$ cat src/rtl/fetch_unit.sv
// Instruction-fetch front end: fetch PC, req/ack memory handshake, DEPTH-entry instr/PC queue.
// Optional build macro FETCH_HLT_DETECT_EN: halt fetch after a pushed HLT instruction.
module fetch_unit #(
  parameter int ADDR_W  = 64,
  parameter int INSTR_W = 32,
  parameter int DEPTH   = 4,
  parameter logic [ADDR_W-1:0] INIT_PC = '0
) (
  input  logic               clk,
  input  logic               reset,
  output logic               imem_req,
  output logic [ADDR_W-1:0]  imem_addr,
  input  logic               imem_ack,
  input  logic [INSTR_W-1:0] imem_rdata,
  output logic               out_valid,
  output logic [INSTR_W-1:0] out_instr,
  output logic [ADDR_W-1:0]  out_pc,
  input  logic               out_ready,
  input  logic               redirect,
  input  logic [ADDR_W-1:0]  redirect_pc,
  input  logic               halt,
  output logic [ADDR_W-1:0]  pc,
  output logic               halted
);

  localparam int PTR_W = $clog2(DEPTH);
  localparam int CNT_W = PTR_W + 1;
  localparam logic [ADDR_W-1:0] PC_INC = ADDR_W'(INSTR_W / 8);

  typedef enum logic [1:0] {S_RUN, S_WAIT, S_DRAIN, S_HALT} state_t;

  state_t             state_reg, state_next;
  logic [ADDR_W-1:0]  pc_reg, pc_next;
  logic [ADDR_W-1:0]  req_addr_reg, req_addr_next;
  logic               halt_reg;
  logic               halted_reg;
  logic [PTR_W-1:0]   wr_ptr_reg, rd_ptr_reg;
  logic [CNT_W-1:0]   count_reg;

  logic [INSTR_W-1:0] instr_mem [DEPTH];
  logic [ADDR_W-1:0]  pc_mem    [DEPTH];

  logic req_c, push, pop, flush, halt_block, hlt_match, not_full;

`ifdef FETCH_HLT_DETECT_EN
  localparam logic [INSTR_W-1:0] HLT_MASK = INSTR_W'(32'hFFE0001F);
  localparam logic [INSTR_W-1:0] HLT_PAT  = INSTR_W'(32'hD4400000);
  assign hlt_match = ((imem_rdata & HLT_MASK) == HLT_PAT);
`else
  assign hlt_match = 1'b0;
`endif

  // The halt input blocks a new request in the very cycle it is raised.
  assign halt_block = halt_reg | halt;
  assign not_full   = (count_reg < CNT_W'(DEPTH));

  always_comb begin
    state_next    = state_reg;
    pc_next       = pc_reg;
    req_addr_next = req_addr_reg;
    req_c         = 1'b0;
    push          = 1'b0;
    flush         = 1'b0;
    case (state_reg)
      S_RUN: begin
        req_c = !halt_block && not_full;
        if (redirect) begin
          flush   = 1'b1;
          pc_next = redirect_pc;
        end else if (req_c) begin
          req_addr_next = pc_reg;
          if (imem_ack) begin
            push    = 1'b1;
            pc_next = pc_reg + PC_INC;
          end else begin
            state_next = S_WAIT;
          end
        end else if (halt_block) begin
          state_next = S_HALT;
        end
      end
      S_WAIT: begin
        req_c = 1'b1;
        if (redirect) begin
          flush      = 1'b1;
          pc_next    = redirect_pc;
          state_next = imem_ack ? S_RUN : S_DRAIN;
        end else if (imem_ack) begin
          push       = 1'b1;
          pc_next    = pc_reg + PC_INC;
          state_next = (halt_block || hlt_match) ? S_HALT : S_RUN;
        end
      end
      S_DRAIN: begin
        req_c = 1'b1;
        if (redirect) begin
          flush   = 1'b1;
          pc_next = redirect_pc;
        end
        if (imem_ack) begin
          state_next = halt_block ? S_HALT : S_RUN;
        end
      end
      default: ;
    endcase
  end

  assign pop = (count_reg != '0) && out_ready && !flush;

  always_ff @(posedge clk or posedge reset) begin
    if (reset) begin
      state_reg    <= S_RUN;
      pc_reg       <= INIT_PC;
      req_addr_reg <= INIT_PC;
      halt_reg     <= 1'b0;
      halted_reg   <= 1'b0;
      wr_ptr_reg   <= '0;
      rd_ptr_reg   <= '0;
      count_reg    <= '0;
    end else begin
      state_reg    <= state_next;
      pc_reg       <= pc_next;
      req_addr_reg <= req_addr_next;
      halt_reg     <= halt_reg | halt | (push & hlt_match);
      halted_reg   <= (state_reg == S_HALT);
      if (flush) begin
        wr_ptr_reg <= '0;
        rd_ptr_reg <= '0;
        count_reg  <= '0;
      end else begin
        if (push) wr_ptr_reg <= wr_ptr_reg + PTR_W'(1);
        if (pop)  rd_ptr_reg <= rd_ptr_reg + PTR_W'(1);
        count_reg <= count_reg + CNT_W'(push) - CNT_W'(pop);
      end
    end
  end

  // Storage is not reset; out_* are masked to zero while the queue is empty.
  always_ff @(posedge clk) begin
    if (push) begin
      instr_mem[wr_ptr_reg] <= imem_rdata;
      pc_mem[wr_ptr_reg]    <= imem_addr;
    end
  end

  assign imem_req  = req_c & ~reset;
  assign imem_addr = (state_reg == S_RUN) ? pc_reg : req_addr_reg;
  assign out_valid = (count_reg != '0);
  assign out_instr = out_valid ? instr_mem[rd_ptr_reg] : '0;
  assign out_pc    = out_valid ? pc_mem[rd_ptr_reg] : '0;
  assign pc        = pc_reg;
  assign halted    = halted_reg;

endmodule
$ cat config.mk
export PLATFORM = sky130hd
export DESIGN_NAME = fetch_unit
export DESIGN_NICKNAME = d
export VERILOG_FILES = /design/src/rtl/fetch_unit.sv
export SDC_FILE = /design/constraint.sdc
export NUM_CORES = 1
export LEC_CHECK = 0
export ABC_AREA = 0
export BUFFER_PORTS_ARGS = -buffer_cell sky130_fd_sc_hd__buf_4
export CAP_MARGIN = 20
export CORE_UTILIZATION = 40
export DETAILED_ROUTE_END_ITERATION = 7
export PLACE_DENSITY = 0.7
export SETUP_SLACK_MARGIN = 0.02
export SLEW_MARGIN = 20
export SYNTH_ARGS = -nofsm -noshare
export SYNTH_HDL_FRONTEND = slang
export SYNTH_SLANG_ARGS = --single-unit
$ cat constraint.sdc
create_clock -name clk -period 8.97 [get_ports clk]
set_input_delay 2.2425 -clock clk [delete_from_list [all_inputs] [get_ports clk]]
set_output_delay 2.2425 -clock clk [all_outputs]
set_load 0.02 [all_outputs]
==> results by group <==
Logic synthesis
  – Seq/Total Area, Yosys: 66.5%
  – Post-synth top flop: edfxtp_1
  – Async S/R FF share, synth: 26.6%
  – Post-synth cell types: 62
  – FF+latch count, synth: 523
  – Yosys warnings: 0
  – Avg Cell Area, Syn: 15.7 µm²
  – Mapped Cells: 1,434
  – Syn Nets: 1,548
  – Largest cells by area after synthesis: edfxtp_1, dfrtp_1, mux4_2, mux2_2, and2_1
  – Number of flops mapped to enable cells by yosys: 384
  – Largest area contributor in the netlist: edfxtp_1
  – Synthesized area: 0.0226 mm²
  – Yosys top cell area share: 51.1%

Min path
  – Hold_sp: halt_reg
  – Worst hold stages: 2
  – Worst min-delay path category: reg -> reg
  – Hold Path Sink: halt_reg

GRT
  – First-pass GRT wire length: 89.5 mm
  – Total global routing track utilization: 21.1%
  – Largest net degree at the start of global routing: 107
  – Vias in the first global route: 14,000
  – Total gr overflow: 0
  – Initial antenna violation count: 5

STA
  – Unrepaired setup endpoints after global routing: false
  – Worst Tran Pin Value: 1.08 ns
  – Max Freq: 171 MHz
  – Setup TNS: 0 ns
  – Final setup fails: 0
  – Final slew viol count: 0
  – Final hold vios: 0
  – Worst hold slack: 0.484 ns
  – Final Cycle Share: 65.3%
  – Clock Skew: 0.0277 ns
  – Fin crit period: 5.86 ns
  – Max-slew headroom: 28.2%

CTS
  – Post-CTS setup repair buffer count: 0
  – CTS Buf Count: 55
  – CTS H-tree lvls: 2
  – Clock transition at path regs: 0.06 ns
  – Clk_lat worst skew: 0.61 ns
  – Clock sinks: 523
  – CTS hold repair buffers: 0
  – Clock Root Buffer: clkbuf_16
  – Post-CTS resize count: 0
  – CTS max path bufs: 3
  – TritonCTS clock tree: built

Detailed routing
  – Post-route ant nets: 0
  – DR pass1 iterations: 5
  – Vias per inst: 5.57
  – Wire per inst: 24.0 µm
  – Routed wire length: 60.9 mm
  – Initial drt markers: 1,098
  – Via count: 14,100
  – DRC: 0

Setup path
  – Reg-to-reg setup timing slack: 4.87 ns
  – Slowest stage delay, CP: 0.57 ns
  – Critical Path AT: 3.62 ns
  – Kind of critical path: in -> out
  – Critical-path maximum fanout: 5
  – CP cell instances: buf_4 > nor3_1 > nand2_1 > a211oi_1 > buf_4
  – Setup crit end kind: output port
  – Cells on worst reg2reg path: 6
  – Worst r2r dst: instr_mem[1][7]
  – Crit-path slowest cell: nor3_1
  – R2R Path Start: state_reg[0]
  – Worst Path Required: 6.73 ns
  – CP Launch Type: primary input
  – Cell mode on critical path: buf_4

Cells and area
  – Fin cells: 2,537
  – Design area: 0.0275 mm²
  – Fillcell total: 4,638
  – Max FFs per register: 256
  – Ratio of cells with drive above 1 in the final layout: 37.9%
  – Largest regs: pc_mem x256, instr_mem x128
  – Final #Nets: 1,857
  – Largest register by flop count: pc_mem
  – Register area: 0.0150 mm²
  – Area growth, synth to finish: 22.1%
  – Multi-input gate area: 0.00716 mm²

Floorplanning
  – DIE HEIGHT: 239 µm
  – Initial core utilization: 40.7%
  – CORE AREA: 0.0554 mm²
  – Io pins: 329
  – Chip width: 239 µm
  – Die ar.: 0.0573 mm²
  – Site row count: 86

Pwr
  – Leakage power: 10.3 nW
  – Clock power frac: 24.2%
  – Register share of total power: 38.0%
  – Net Switching: 0.00342 W
  – Max VDD drop: 0.000189 V
  – Int Power: 0.00567 W
  – Switching part of the total: 37.6%
  – PD cells: 330 mW/mm²
  – Comb power frac: 37.7%

Status
  – Status: finished clean

Placed design
  – Final GP Congestion: 0.860
  – DP Area: 0.0258 mm²
  – Placed insts: 2,432
  – Estimated wirelength of the detail-placed design: 39.4 mm
  – Port bufs: 328

Flow run
  – Max_cap viols: 0
## per-stage QoR
step,worst slack [ns],total power (W),util [%]
5_1_grt,2.97,0.00950,49.7
3_3_place_gp,3.09,0.00687,46.5
6_report,3.11,0.00910,49.7
4_1_cts,3.09,0.00915,49.6
3_5_place_dp,3.04,0.00694,46.5
2_1_floorplan,3.00,0.00543,-
## cell usage after synthesis (all sizes together) (5+ instances only)
master,instances
nor3,24
clkbuf,54
ha,11
a211oi,6
a31oi,8
nor2,59
mux2,128
or3,10
and2,104
and3,10
o211ai,5
nand4,29
buf,38
and4,12
o22ai,20
a2bb2oi,9
edfxtp,384
nor4,10
a21oi,77
dfrtp,139
mux4,96
inv,17
nand3,40
nand2,55
o21ai,29
a32oi,7
o32ai,7
## layer usage
| layer | vias to the layer above | global-route usage (%) | wire (µm) |
|---|---|---|---|
| met2 | 513 | 33.2 | 28900 |
| met4 | 6 | 5.44 | 1250 |
| met5 | - | 0 | 31 |
| met1 | 7282 | 29.4 | 26400 |
| met3 | 100 | 4.87 | 4350 |
| li1 | 6241 | - | - |
## cell usage in the layout, fill, tap and decap left out, types with 54 or more instances in the layout
cell type	synthesis	routed
nor2_1	59	57
nand2_1	54	54
clkbuf_16	0	56
and2_1	104	100
edfxtp_1	384	384
dfrtp_1	139	137
mux2_2	128	128
mux4_2	96	96
a21oi_1	77	77
buf_4	1	341
## area by class of cell
cell class,instances,share of cell area (%)
diodes,4,0.0363
clock buffers,78,5.46
clock inverters,21,0.818
inverters,19,0.277
multi-input cells,800,26.0
flip-flops and latches,523,54.5
well taps,748,3.40
repair buffers,344,9.48
## how the worst max path moves through the flow
stage	slack (ns)	end	from	depth (start not counted)
finish	3.11	imem_req	halt	5
floorplan	3.00	count_reg[0]	reset	1
global route	2.97	imem_req	halt	5
detailed placement	3.04	instr_mem[0][9]	halt	6
global placement	3.09	imem_req	halt	5
CTS	3.09	imem_req	halt	5
## worst max-delay path: cells and delay by family
| family | cells | cell delay (ns) |
|---|---|---|
| buffers and inverters | 2 | 0.29 |
| AND/OR/NAND/NOR | 2 | 0.79 |
| AO/OA/AOI/OAI | 1 | 0.28 |
## power groups by stage
stage               clock (W)  sequential [W]  combinational [W]
CTS                   0.00225         0.00346            0.00345
finish                0.00220         0.00346            0.00343
floorplan                   0         0.00339            0.00204
global route          0.00234         0.00350            0.00366
global placement            0         0.00349            0.00338
detailed placement          0         0.00351            0.00344
## cell families after synthesis
family | Yosys count | synth area share [%]
buffers and inverters | 111 | 1.98
adder cells (fa/ha/maj) | 12 | 0.699
multiplexers | 226 | 16.1
AO/OA/AOI/OAI | 195 | 5.46
AND/OR/NAND/NOR | 363 | 9.09
XOR/XNOR | 4 | 0.155
flip-flops | 523 | 66.5
Power figures use the tool's default switching activity.
